## src/rtl/pipeline_pkg.sv

```systemverilog
// Shared types and constants for the instruction-fetch sequencer.
// Also holds the saturating-increment helper used when FETCH_SEQ_PERF_EN is defined.
package pipeline_pkg;

    typedef enum logic [1:0] {
        BOOT  = 2'd0,
        RUN   = 2'd1,
        STALL = 2'd2,
        HALT  = 2'd3
    } fetch_state_e;

    typedef enum logic [1:0] {
        SRC_BRANCH = 2'd0,
        SRC_JUMP   = 2'd1,
        SRC_STALL  = 2'd2,
        SRC_SEQ    = 2'd3
    } pc_src_e;

    localparam int          PC_STEP          = 4;
    localparam int          JUMP_ADDR_W      = 26;
    localparam logic [31:0] DEFAULT_RESET_PC = 32'd0;
    localparam logic [31:0] DEFAULT_HALT_PC  = 32'd100;

    function automatic logic [31:0] sat_inc(input logic [31:0] value, input logic en);
        return (en && (value != '1)) ? value + 32'd1 : value;
    endfunction

endpackage

```

## src/rtl/next_pc_mux.sv

```systemverilog
// Combinational next-PC priority select: branch > jump > stall > sequential.
// Redirect targets are forced word-aligned; misaligned_o flags the dropped low bits.
module next_pc_mux
    import pipeline_pkg::*;
#(
    parameter int ADDR_W = 32
) (
    input  logic [ADDR_W-1:0]      pc_i,
    input  logic                   stall_flag_i,
    input  logic                   jump_in_i,
    input  logic [JUMP_ADDR_W-1:0] jump_address_i,
    input  logic                   branch_taken_i,
    input  logic [ADDR_W-1:0]      branch_target_i,
    output logic [ADDR_W-1:0]      next_pc_o,
    output logic [1:0]             src_o,
    output logic                   misaligned_o
);

    logic [ADDR_W-1:0] jump_target;
    logic [ADDR_W-1:0] branch_aligned;
    pc_src_e           src;

    // Jump field is a byte address zero-extended into the PC width.
    assign jump_target    = ADDR_W'({jump_address_i[JUMP_ADDR_W-1:2], 2'b00});
    assign branch_aligned = {branch_target_i[ADDR_W-1:2], 2'b00};

    always_comb begin
        next_pc_o    = pc_i + ADDR_W'(PC_STEP);
        src          = SRC_SEQ;
        misaligned_o = 1'b0;
        if (branch_taken_i) begin
            next_pc_o    = branch_aligned;
            src          = SRC_BRANCH;
            misaligned_o = |branch_target_i[1:0];
        end else if (jump_in_i) begin
            next_pc_o    = jump_target;
            src          = SRC_JUMP;
            misaligned_o = |jump_address_i[1:0];
        end else if (stall_flag_i) begin
            next_pc_o = pc_i;
            src       = SRC_STALL;
        end
    end

    assign src_o = src;

endmodule

```

## src/rtl/fetch_sequencer.sv

```systemverilog
// IF-stage program counter owner: boot, redirect, stall, flush pulses and halt detection.
// Optional perf counters are built only when FETCH_SEQ_PERF_EN is defined.
//
// state | meaning
// BOOT  | one cycle after reset release, pc=RESET_PC, no fetch yet
// RUN   | fetching; next pc chosen by next_pc_mux
// STALL | pc held by load-use stall; same next-pc rules as RUN
// HALT  | end of program reached; frozen until reset
module fetch_sequencer
    import pipeline_pkg::*;
#(
    parameter int                ADDR_W   = 32,
    parameter logic [ADDR_W-1:0] RESET_PC = ADDR_W'(DEFAULT_RESET_PC),
    parameter logic [ADDR_W-1:0] HALT_PC  = ADDR_W'(DEFAULT_HALT_PC)
) (
    input  logic                   clk,
    input  logic                   reset,
    input  logic                   stall_flag,
    input  logic                   jump_in,
    input  logic [JUMP_ADDR_W-1:0] jump_address,
    input  logic                   branch_taken,
    input  logic [ADDR_W-1:0]      branch_target,
    output logic [ADDR_W-1:0]      pc,
    output logic                   pc_valid,
    output logic                   flush_ifid,
    output logic                   flush_idex,
    output logic                   misaligned,
    output logic                   halted
`ifdef FETCH_SEQ_PERF_EN
    ,
    output logic [31:0]            stall_cycles,
    output logic [31:0]            redirect_count,
    output logic [31:0]            fetch_count
`endif
);

    fetch_state_e      state_q, state_d;
    logic [ADDR_W-1:0] pc_q, pc_d;
    logic              pc_valid_q, pc_valid_d;
    logic              flush_ifid_q, flush_ifid_d;
    logic              flush_idex_q, flush_idex_d;
    logic              misaligned_q, misaligned_d;
    logic              halted_q, halted_d;

    logic [ADDR_W-1:0] mux_next_pc;
    logic [1:0]        mux_src_raw;
    pc_src_e           mux_src;
    logic              mux_misaligned;
    logic              is_redirect;

    next_pc_mux #(
        .ADDR_W (ADDR_W)
    ) u_next_pc_mux (
        .pc_i            (pc_q),
        .stall_flag_i    (stall_flag),
        .jump_in_i       (jump_in),
        .jump_address_i  (jump_address),
        .branch_taken_i  (branch_taken),
        .branch_target_i (branch_target),
        .next_pc_o       (mux_next_pc),
        .src_o           (mux_src_raw),
        .misaligned_o    (mux_misaligned)
    );

    assign mux_src     = pc_src_e'(mux_src_raw);
    assign is_redirect = (mux_src == SRC_BRANCH) || (mux_src == SRC_JUMP);

    always_comb begin
        state_d      = state_q;
        pc_d         = pc_q;
        pc_valid_d   = pc_valid_q;
        flush_ifid_d = 1'b0;
        flush_idex_d = 1'b0;
        misaligned_d = 1'b0;
        halted_d     = halted_q;
        case (state_q)
            BOOT: begin
                state_d    = RUN;
                pc_valid_d = 1'b1;
            end
            RUN, STALL: begin
                pc_d         = mux_next_pc;
                pc_valid_d   = 1'b1;
                flush_ifid_d = is_redirect;
                flush_idex_d = (mux_src == SRC_BRANCH);
                misaligned_d = mux_misaligned;
                state_d      = (mux_src == SRC_STALL) ? STALL : RUN;
                // Halt wins over the state choice, but the redirect's pulses still go out.
                if (mux_next_pc == HALT_PC) begin
                    pc_valid_d = 1'b0;
                    halted_d   = 1'b1;
                    state_d    = HALT;
                end
            end
            default: begin
            end
        endcase
    end

    always_ff @(posedge clk or negedge reset) begin
        if (!reset) begin
            state_q      <= BOOT;
            pc_q         <= RESET_PC;
            pc_valid_q   <= 1'b0;
            flush_ifid_q <= 1'b0;
            flush_idex_q <= 1'b0;
            misaligned_q <= 1'b0;
            halted_q     <= 1'b0;
        end else begin
            state_q      <= state_d;
            pc_q         <= pc_d;
            pc_valid_q   <= pc_valid_d;
            flush_ifid_q <= flush_ifid_d;
            flush_idex_q <= flush_idex_d;
            misaligned_q <= misaligned_d;
            halted_q     <= halted_d;
        end
    end

    assign pc         = pc_q;
    assign pc_valid   = pc_valid_q;
    assign flush_ifid = flush_ifid_q;
    assign flush_idex = flush_idex_q;
    assign misaligned = misaligned_q;
    assign halted     = halted_q;

`ifdef FETCH_SEQ_PERF_EN
    logic [31:0] stall_cycles_q;
    logic [31:0] redirect_count_q;
    logic [31:0] fetch_count_q;
    logic        active;

    assign active = (state_q == RUN) || (state_q == STALL);

    always_ff @(posedge clk or negedge reset) begin
        if (!reset) begin
            stall_cycles_q   <= 32'd0;
            redirect_count_q <= 32'd0;
            fetch_count_q    <= 32'd0;
        end else if (state_q != HALT) begin
            stall_cycles_q   <= sat_inc(stall_cycles_q, state_q == STALL);
            redirect_count_q <= sat_inc(redirect_count_q, active && is_redirect);
            fetch_count_q    <= sat_inc(fetch_count_q, pc_valid_q);
        end
    end

    assign stall_cycles   = stall_cycles_q;
    assign redirect_count = redirect_count_q;
    assign fetch_count    = fetch_count_q;
`endif

endmodule

```

## config.mk

```make
export PLATFORM = sky130hd
export DESIGN_NAME = fetch_sequencer
export DESIGN_NICKNAME = d
export VERILOG_FILES = /design/src/rtl/pipeline_pkg.sv /design/src/rtl/next_pc_mux.sv /design/src/rtl/fetch_sequencer.sv
export SDC_FILE = /design/constraint.sdc
export NUM_CORES = 1
export LEC_CHECK = 0
export ABC_CLOCK_PERIOD_IN_PS = 2400
export CAP_MARGIN = 20
export CELL_PAD_IN_SITES_DETAIL_PLACEMENT = 0
export CELL_PAD_IN_SITES_GLOBAL_PLACEMENT = 2
export CORE_ASPECT_RATIO = 1.4
export CORE_MARGIN = 3
export CORE_UTILIZATION = 24
export CTS_CLUSTER_SIZE = 40
export DETAILED_ROUTE_END_ITERATION = 16
export MAX_ROUTING_LAYER = met4
export PLACE_DENSITY_LB_ADDON = 0.1
export SKIP_LAST_GASP = 1
export SYNTH_ARGS = -nofsm -noshare
export SYNTH_HDL_FRONTEND = slang
export SYNTH_HIERARCHICAL = 1
export SYNTH_SLANG_ARGS = --single-unit
```

## constraint.sdc

```tcl
create_clock -name clk -period 2.4 [get_ports clk]
set_input_delay 0.24 -clock clk [delete_from_list [all_inputs] [get_ports clk]]
set_output_delay 0.24 -clock clk [all_outputs]
set_load 0.05 [all_outputs]
```

==> flow_summary.json, run 1 <==
{
  "status": "complete, but fails checks",
  "violations": "negative setup slack",
  "viasPerCell": 4.72,
  "critPathLaunchType": "register",
  "cts_root_buffer": "clkbuf_16",
  "ys_async_sr_fraction": 1.00,
  "grt_max_degree": 35,
  "core_area_um2": 11000,
  "rsz0062_at_grt": "yes",
  "synth_area_leaders": "dfrtp_1 (35%), mux2_2 (14%), xnor2_1 (5.4%), nand2_1 (4.1%), o21ai_0 (3.6%)",
  "synth.distinct_cells": 49,
  "port_buffers": 99,
  "clk_latency_ns": 0.29,
  "power_density_nw_per_um2": 348,
  "drtPass1Iterations": 6,
  "cts_tree": "done",
  "synthesis.area_um2": 2750,
  "end_kind": "register",
  "leakage_nw": 1.91,
  "cts_sinks": 39,
  "tightest_slew_ns": 0.837,
  "cap_violations": 0,
  "dp_hpwl_mm": 8.35,
  "multi_input_area_um2": 1720,
  "worstPathMaxFanout": 4,
  "synth_nets": 362,
  "die_area_um2": 12800,
  "grt_overflow": 0,
  "avgSynthCellArea_um2": 9.26,
  "yosysMostFrequentCell": "dfrtp_1",
  "synthTopCellsByCount": "dfrtp_1 (39), mux2_2 (34), nand2_1 (30)",
  "finalClockSkew_ns": 0.0101,
  "fillers": 1153,
  "relSlewSlack": 0.442,
  "maxClockFrequency_mhz": 376,
  "fin_util": 0.421,
  "drt-initial-drc-count": 90,
  "fin_ws_ns": -0.260,
  "numCtsBuffers": 5,
  "cts.reportedPaths.clkPinSlew_ns": 0.07,
  "synth_edf_count": 0,
  "drive_gt1_frac": 0.338,
  "grtUsageTotal": 0.174,
  "slew_violations": 0,
  "ys_ff_latch": 39,
  "die_h_um": 133,
  "final_nets": 526,
  "setup_viol": 4,
  "ys_warn_count": 6,
  "critPathRequiredTime_ns": 2.57,
  "ys.flop_type": "dfrtp_1",
  "register_area_um2": 993,
  "hold_buffers": 0,
  "synthCells": 297,
  "yosysTopAreaCellShare": 0.355,
  "wire_per_inst_um": 17.2,
  "regToRegSetupSlack_ns": -0.26,
  "hp-class": "input port to asynchronous set/reset pin",
  "die_x_um": 96.5,
  "ioPinCount": 100,
  "finalCriticalPeriod_ns": 2.66,
  "dr_total_vias": 2846,
  "routed_wl_mm": 10.4,
  "num_antenna_cells": 0,
  "drc": 0,
  "place_area_um2": 4440,
  "vdd_drop_max_v": 0.000252,
  "design_area_um2": 4650,
  "pre_cts_slack_ns": -0.715,
  "yosysSeqAreaShare": 0.355,
  "antenna_found_initial": 0,
  "synth_top_cell_by_area": "dfrtp_1",
  "worstPathArrival_ns": 2.83,
  "start_util": 0.249,
  "gp_congestion": 0.845,
  "htreeDepth": 2,
  "finalCritPeriodShare": 1.11,
  "cts_buffer_depth": 2,
  "rows": 45,
  "grt_pass1_wl_mm": 16.6,
  "finalHoldViolCount": 0,
  "first_global_vias": 3108,
  "ant_nets": 0,
  "critPathKind": "register to register",
  "syn_to_final_growth_pct": 68.8
}
## path summary, 6_finish.rpt
path                                    start              endpoint  cells after the start
max in group asynchronous               reset     pc[4]$_DFFE_PN0N_                      1
min reg2reg                halted$_DFFE_PN0P_    halted$_DFFE_PN0P_                      1
max                        pc[14]$_DFFE_PN0N_  pc_valid$_DFFE_PN0P_                      9
min in group clk           halted$_DFFE_PN0P_    halted$_DFFE_PN0P_                      1
min                                     reset    pc[23]$_DFFE_PN0N_                      1
max reg2reg                pc[14]$_DFFE_PN0N_  pc_valid$_DFFE_PN0P_                      9
## worst max-delay path, cell delays in order (launching register included)
cell     delay (ns)
dfrtp_2        0.37
nand3_1        0.08
or4_4          0.58
o31a_1         0.27
o31ai_2        0.27
o21ai_2        0.12
nor4_2         0.30
nand4_1        0.26
nor2_4         0.21
a21oi_1        0.09
## per-layer routing
| metal | global-route usage | vias to the layer above | routed length [µm] |
|---|---|---|---|
| met2 | 0.295 | 59 | 5440 |
| met5 | - | - | 0 |
| met1 | 0.214 | 1369 | 4440 |
| met3 | 0.0256 | 6 | 396 |
| li1 | - | 1412 | - |
| met4 | 0.0452 | 0 | 91 |
## what timing repair did
item	4_1_cts	5_1_grt
setup buffers	0	1
resized for setup	3	6
pin swaps	1	12
setup endpoints to repair	4	4
## stage by stage
step	TNS, ns	hold slack, ns	instances	total power [mW]
after CTS	-1.03	0.0802	602	1.64
after global placement	-2.84	0.389	594	0.941
after detailed placement	-2.97	0.395	594	0.941
after global routing	-1.35	0.110	603	1.70
after floorplan	-0.580	-0.0556	297	0.751
final	-0.986	0.0452	603	1.62
## state kept, by name (all words and copies together), names as in the netlist
register    cells
misaligned      1
state_q         2
flush_ifid      1
flush_idex      1
pc             32
halted          1
pc_valid        1
## power breakdown
| group | leakage, nW | internal [mW] | switching, mW |
|---|---|---|---|
| registers | 0.506 | 0.657 | 0 |
| logic | 1.33 | 0.156 | 0.116 |
| clock network | 0.0700 | 0.389 | 0.298 |
| total | 1.91 | 1.20 | 0.414 |
## placed cells by master, fill, tap and decap left out, types with 6 or more instances in the layout
cell type,synthesis,final
nor3_1,6,6
nand2_1,30,30
inv_1,7,7
o21ai_1,10,9
clkdlybuf4s50_1,0,98
buf_4,1,74
mux2_2,34,34
nand3_1,10,9
dfrtp_1,39,25
nand4_1,8,8
o21ai_0,20,20
xor2_1,9,9
nor2_1,8,8
dfrtp_2,0,14
a22oi_1,11,11
nor4_1,9,6
a21oi_1,9,9
xnor2_1,17,17
## final cells by class
type / instances / area share
Multi-Input combinational cell: 233 / 0.370
Sequential cell: 39 / 0.214
Inverter: 7 / 0.00566
Clock buffer: 5 / 0.0269
Clock inverter: 3 / 0.00539
Timing Repair Buffer: 175 / 0.340
Tap cell: 141 / 0.0380
## logic make-up (layout without fill, tap and decap cells)
kind of cell / count (synthesis) / in the layout / synth area share
adder cells (fa/ha/maj): 2 / 2 / 0.00909
XOR/XNOR: 26 / 26 / 0.0828
AO/OA/AOI/OAI: 64 / 64 / 0.142
multiplexers: 35 / 35 / 0.143
buffers and inverters: 25 / 190 / 0.0414
AND/OR/NAND/NOR: 106 / 106 / 0.227
flip-flops: 39 / 39 / 0.355
Power figures use the tool's default switching activity.
==> inputs of run 2 (changes only) <==
- CELL_PAD_IN_SITES_DETAIL_PLACEMENT: 0 -> 1
- CELL_PAD_IN_SITES_GLOBAL_PLACEMENT: 2 -> 1
- CORE_UTILIZATION: 24 -> 30
==> flow_summary.json, run 2 (same netlist as run 1, synthesis figures left out) <==
{
  "status": "complete, but fails checks",
  "violations": "negative setup slack",
  "die_x_um": 86.9,
  "viasPerCell": 5.22,
  "grt_overflow": 0,
  "cpPeakStageDelay_ns": 0.63,
  "first_global_vias": 3191,
  "final_nets": 518,
  "swShare": 0.259,
  "gp_congestion": 0.939,
  "finalCritPeriodShare": 1.07,
  "relSlewSlack": 0.374,
  "routed_wl_mm": 10.8,
  "drt-initial-drc-count": 49,
  "fin_util": 0.537,
  "switchingPower_uw": 421,
  "start_util": 0.314,
  "timing.hold.ws_ns": 0.0948,
  "finalHoldViolCount": 0,
  "grt_max_degree": 40,
  "end_kind": "register",
  "core_area_um2": 8760,
  "worstPathMaxFanout": 6,
  "drc": 0,
  "dr_total_vias": 2920,
  "largest_reg_flops": 32,
  "tightest_slew_ns": 0.940,
  "htreeDepth": 2,
  "vdd_drop_max_v": 0.000239,
  "layout_common_cells": "clkdlybuf4s50_1 (97), buf_4 (62), mux2_2 (34), nand2_1 (30), dfrtp_1 (25)",
  "hp-class": "input port to asynchronous set/reset pin",
  "syn_to_final_growth_pct": 70.8,
  "num_antenna_cells": 0,
  "die_area_um2": 10400,
  "die_h_um": 119,
  "finalClockSkew_ns": 0.00379,
  "setup_viol": 4,
  "ioPinCount": 100,
  "path_buf_inv": 0,
  "dp_hpwl_mm": 8.24,
  "critPathLaunch": "pc[15]$_DFFE_PN0N_",
  "grt_pass1_wl_mm": 16.9,
  "cts_root_buffer": "clkbuf_16",
  "dp.cells": 544,
  "p_seq_frac": 0.405,
  "hold_buffers": 0,
  "instances_no_fill": 559,
  "r2r-start": "pc[15]$_DFFE_PN0N_",
  "cap_violations": 0,
  "leakage_nw": 1.94,
  "final_common_cell": "clkdlybuf4s50_1",
  "maxClockFrequency_mhz": 388,
  "path_cells": "nand3_1, or4_4, nor4_1, o31ai_4, o21ai_2, nor4_2, nand4_1, nor2_4, a21o_1",
  "p_clk_frac": 0.421,
  "critPathLaunchType": "register",
  "cts_buffer_depth": 2,
  "clk_latency_ns": 0.29,
  "power_frac_comb": 0.174,
  "fin_ws_ns": -0.179,
  "grtUsageTotal": 0.216,
  "rows": 40,
  "drive_gt1_frac": 0.370,
  "wire_per_inst_um": 19.4,
  "worstPathArrival_ns": 2.76,
  "cts_tree": "done",
  "cp_slowest_cell": "or4_4",
  "intPower_mw": 1.20,
  "cts.reportedPaths.clkPinSlew_ns": 0.06,
  "antenna_found_initial": 0,
  "slew_violations": 0,
  "cts_sinks": 39,
  "ant_nets": 0,
  "port_buffers": 99,
  "cpLargestDelayFamily": "simple AND/OR/NAND/NOR gates",
  "critPathKind": "register to register",
  "critPathRequiredTime_ns": 2.58,
  "drtPass1Iterations": 4,
  "numCtsBuffers": 5,
  "rsz0062_at_grt": "yes",
  "power_density_nw_per_um2": 346,
  "finalCriticalPeriod_ns": 2.58
}
[run 2: cell types whose count changed in the layout (fill, tap and decap cells not counted), moves of 2 or more]
cell	previous run	this run
nand3_1	9	7
buf_6	0	4
and3_2	1	3
clkinv_4	2	0
nor3_1	6	3
o21ai_0	20	17
and3_1	3	0
nor3_4	0	2
o21ai_1	9	7
nor4_4	2	5
nor4_1	6	2
buf_4	74	62
o21ai_2	2	7
[run 2: worst paths after layout]
check / endpoint / slack (ns) / cells past startpoint
min reg2reg: halted$_DFFE_PN0P_ / 0.51 / 1
max in group asynchronous: pc[13]$_DFFE_PN0N_ / 1.65 / 1
min in group clk: halted$_DFFE_PN0P_ / 0.51 / 1
max reg2reg: state_q[1]$_DFFE_PN0P_ / -0.18 / 9
max: state_q[1]$_DFFE_PN0P_ / -0.18 / 9
min: pc[18]$_DFFE_PN0N_ / 0.09 / 1
[run 2: area by class of cell]
class | count | area [µm²]
fillers | 981 | 4060
clock buffers | 5 | 125
multi-input cells | 233 | 1860
inverters | 7 | 26.3
clock inverters | 3 | 23.8
flip-flops and latches | 39 | 993
repair buffers | 167 | 1540
well taps | 105 | 131
[run 2: worst reg2reg max path, stage by stage, from the launching register on]
cell	delay (ns)
dfrtp_1	0.39
nand3_1	0.09
or4_4	0.63
nor4_1	0.54
o31ai_4	0.13
o21ai_2	0.20
nor4_2	0.06
nand4_1	0.18
nor2_4	0.08
a21o_1	0.19
[run 2: per-layer routing]
| layer | vias to the layer above | global-route usage | part of all wire |
|---|---|---|---|
| met1 | 1437 | 0.234 | 0.38 |
| met3 | 17 | 0.0270 | 0.031 |
| li1 | 1398 | - | - |
| met4 | 0 | 0.0673 | 0.029 |
| met2 | 68 | 0.397 | 0.56 |
| met5 | - | - | 0 |
[run 2: metrics by stage]
step / power, mW / setup slack [ns] / instance area, µm² / TNS (ns)
floorplan: 0.751 / -0.156 / 2770 / -0.580
global placement: 0.930 / -0.520 / 4290 / -2.17
detailed placement: 0.934 / -0.765 / 4290 / -3.52
CTS: 1.64 / -0.139 / 4580 / -0.518
global route: 1.69 / -0.363 / 4700 / -1.42
finish: 1.62 / -0.179 / 4700 / -0.682
[run 2: timing repair]
item / CTS / global route
resized for setup: 28 / 16
pin swaps: 11 / 16
endpoints found under the setup margin: 4 / 5
buffers inserted: 3 / 4
[run 2: power groups by stage]
stage | sequential, mW | combinational, mW | clock (mW)
final | 0.657 | 0.283 | 0.684
after global placement | 0.669 | 0.261 | 0
after detailed placement | 0.669 | 0.265 | 0
after global routing | 0.657 | 0.306 | 0.724
after CTS | 0.657 | 0.275 | 0.706
after floorplan | 0.670 | 0.0816 | 0
==> inputs of run 3 (changes only) <==
- CTS_CLUSTER_DIAMETER: not set -> 120
==> results of run 3 <==
No change in the layout: final DEF, timing and power equal those of run 2.
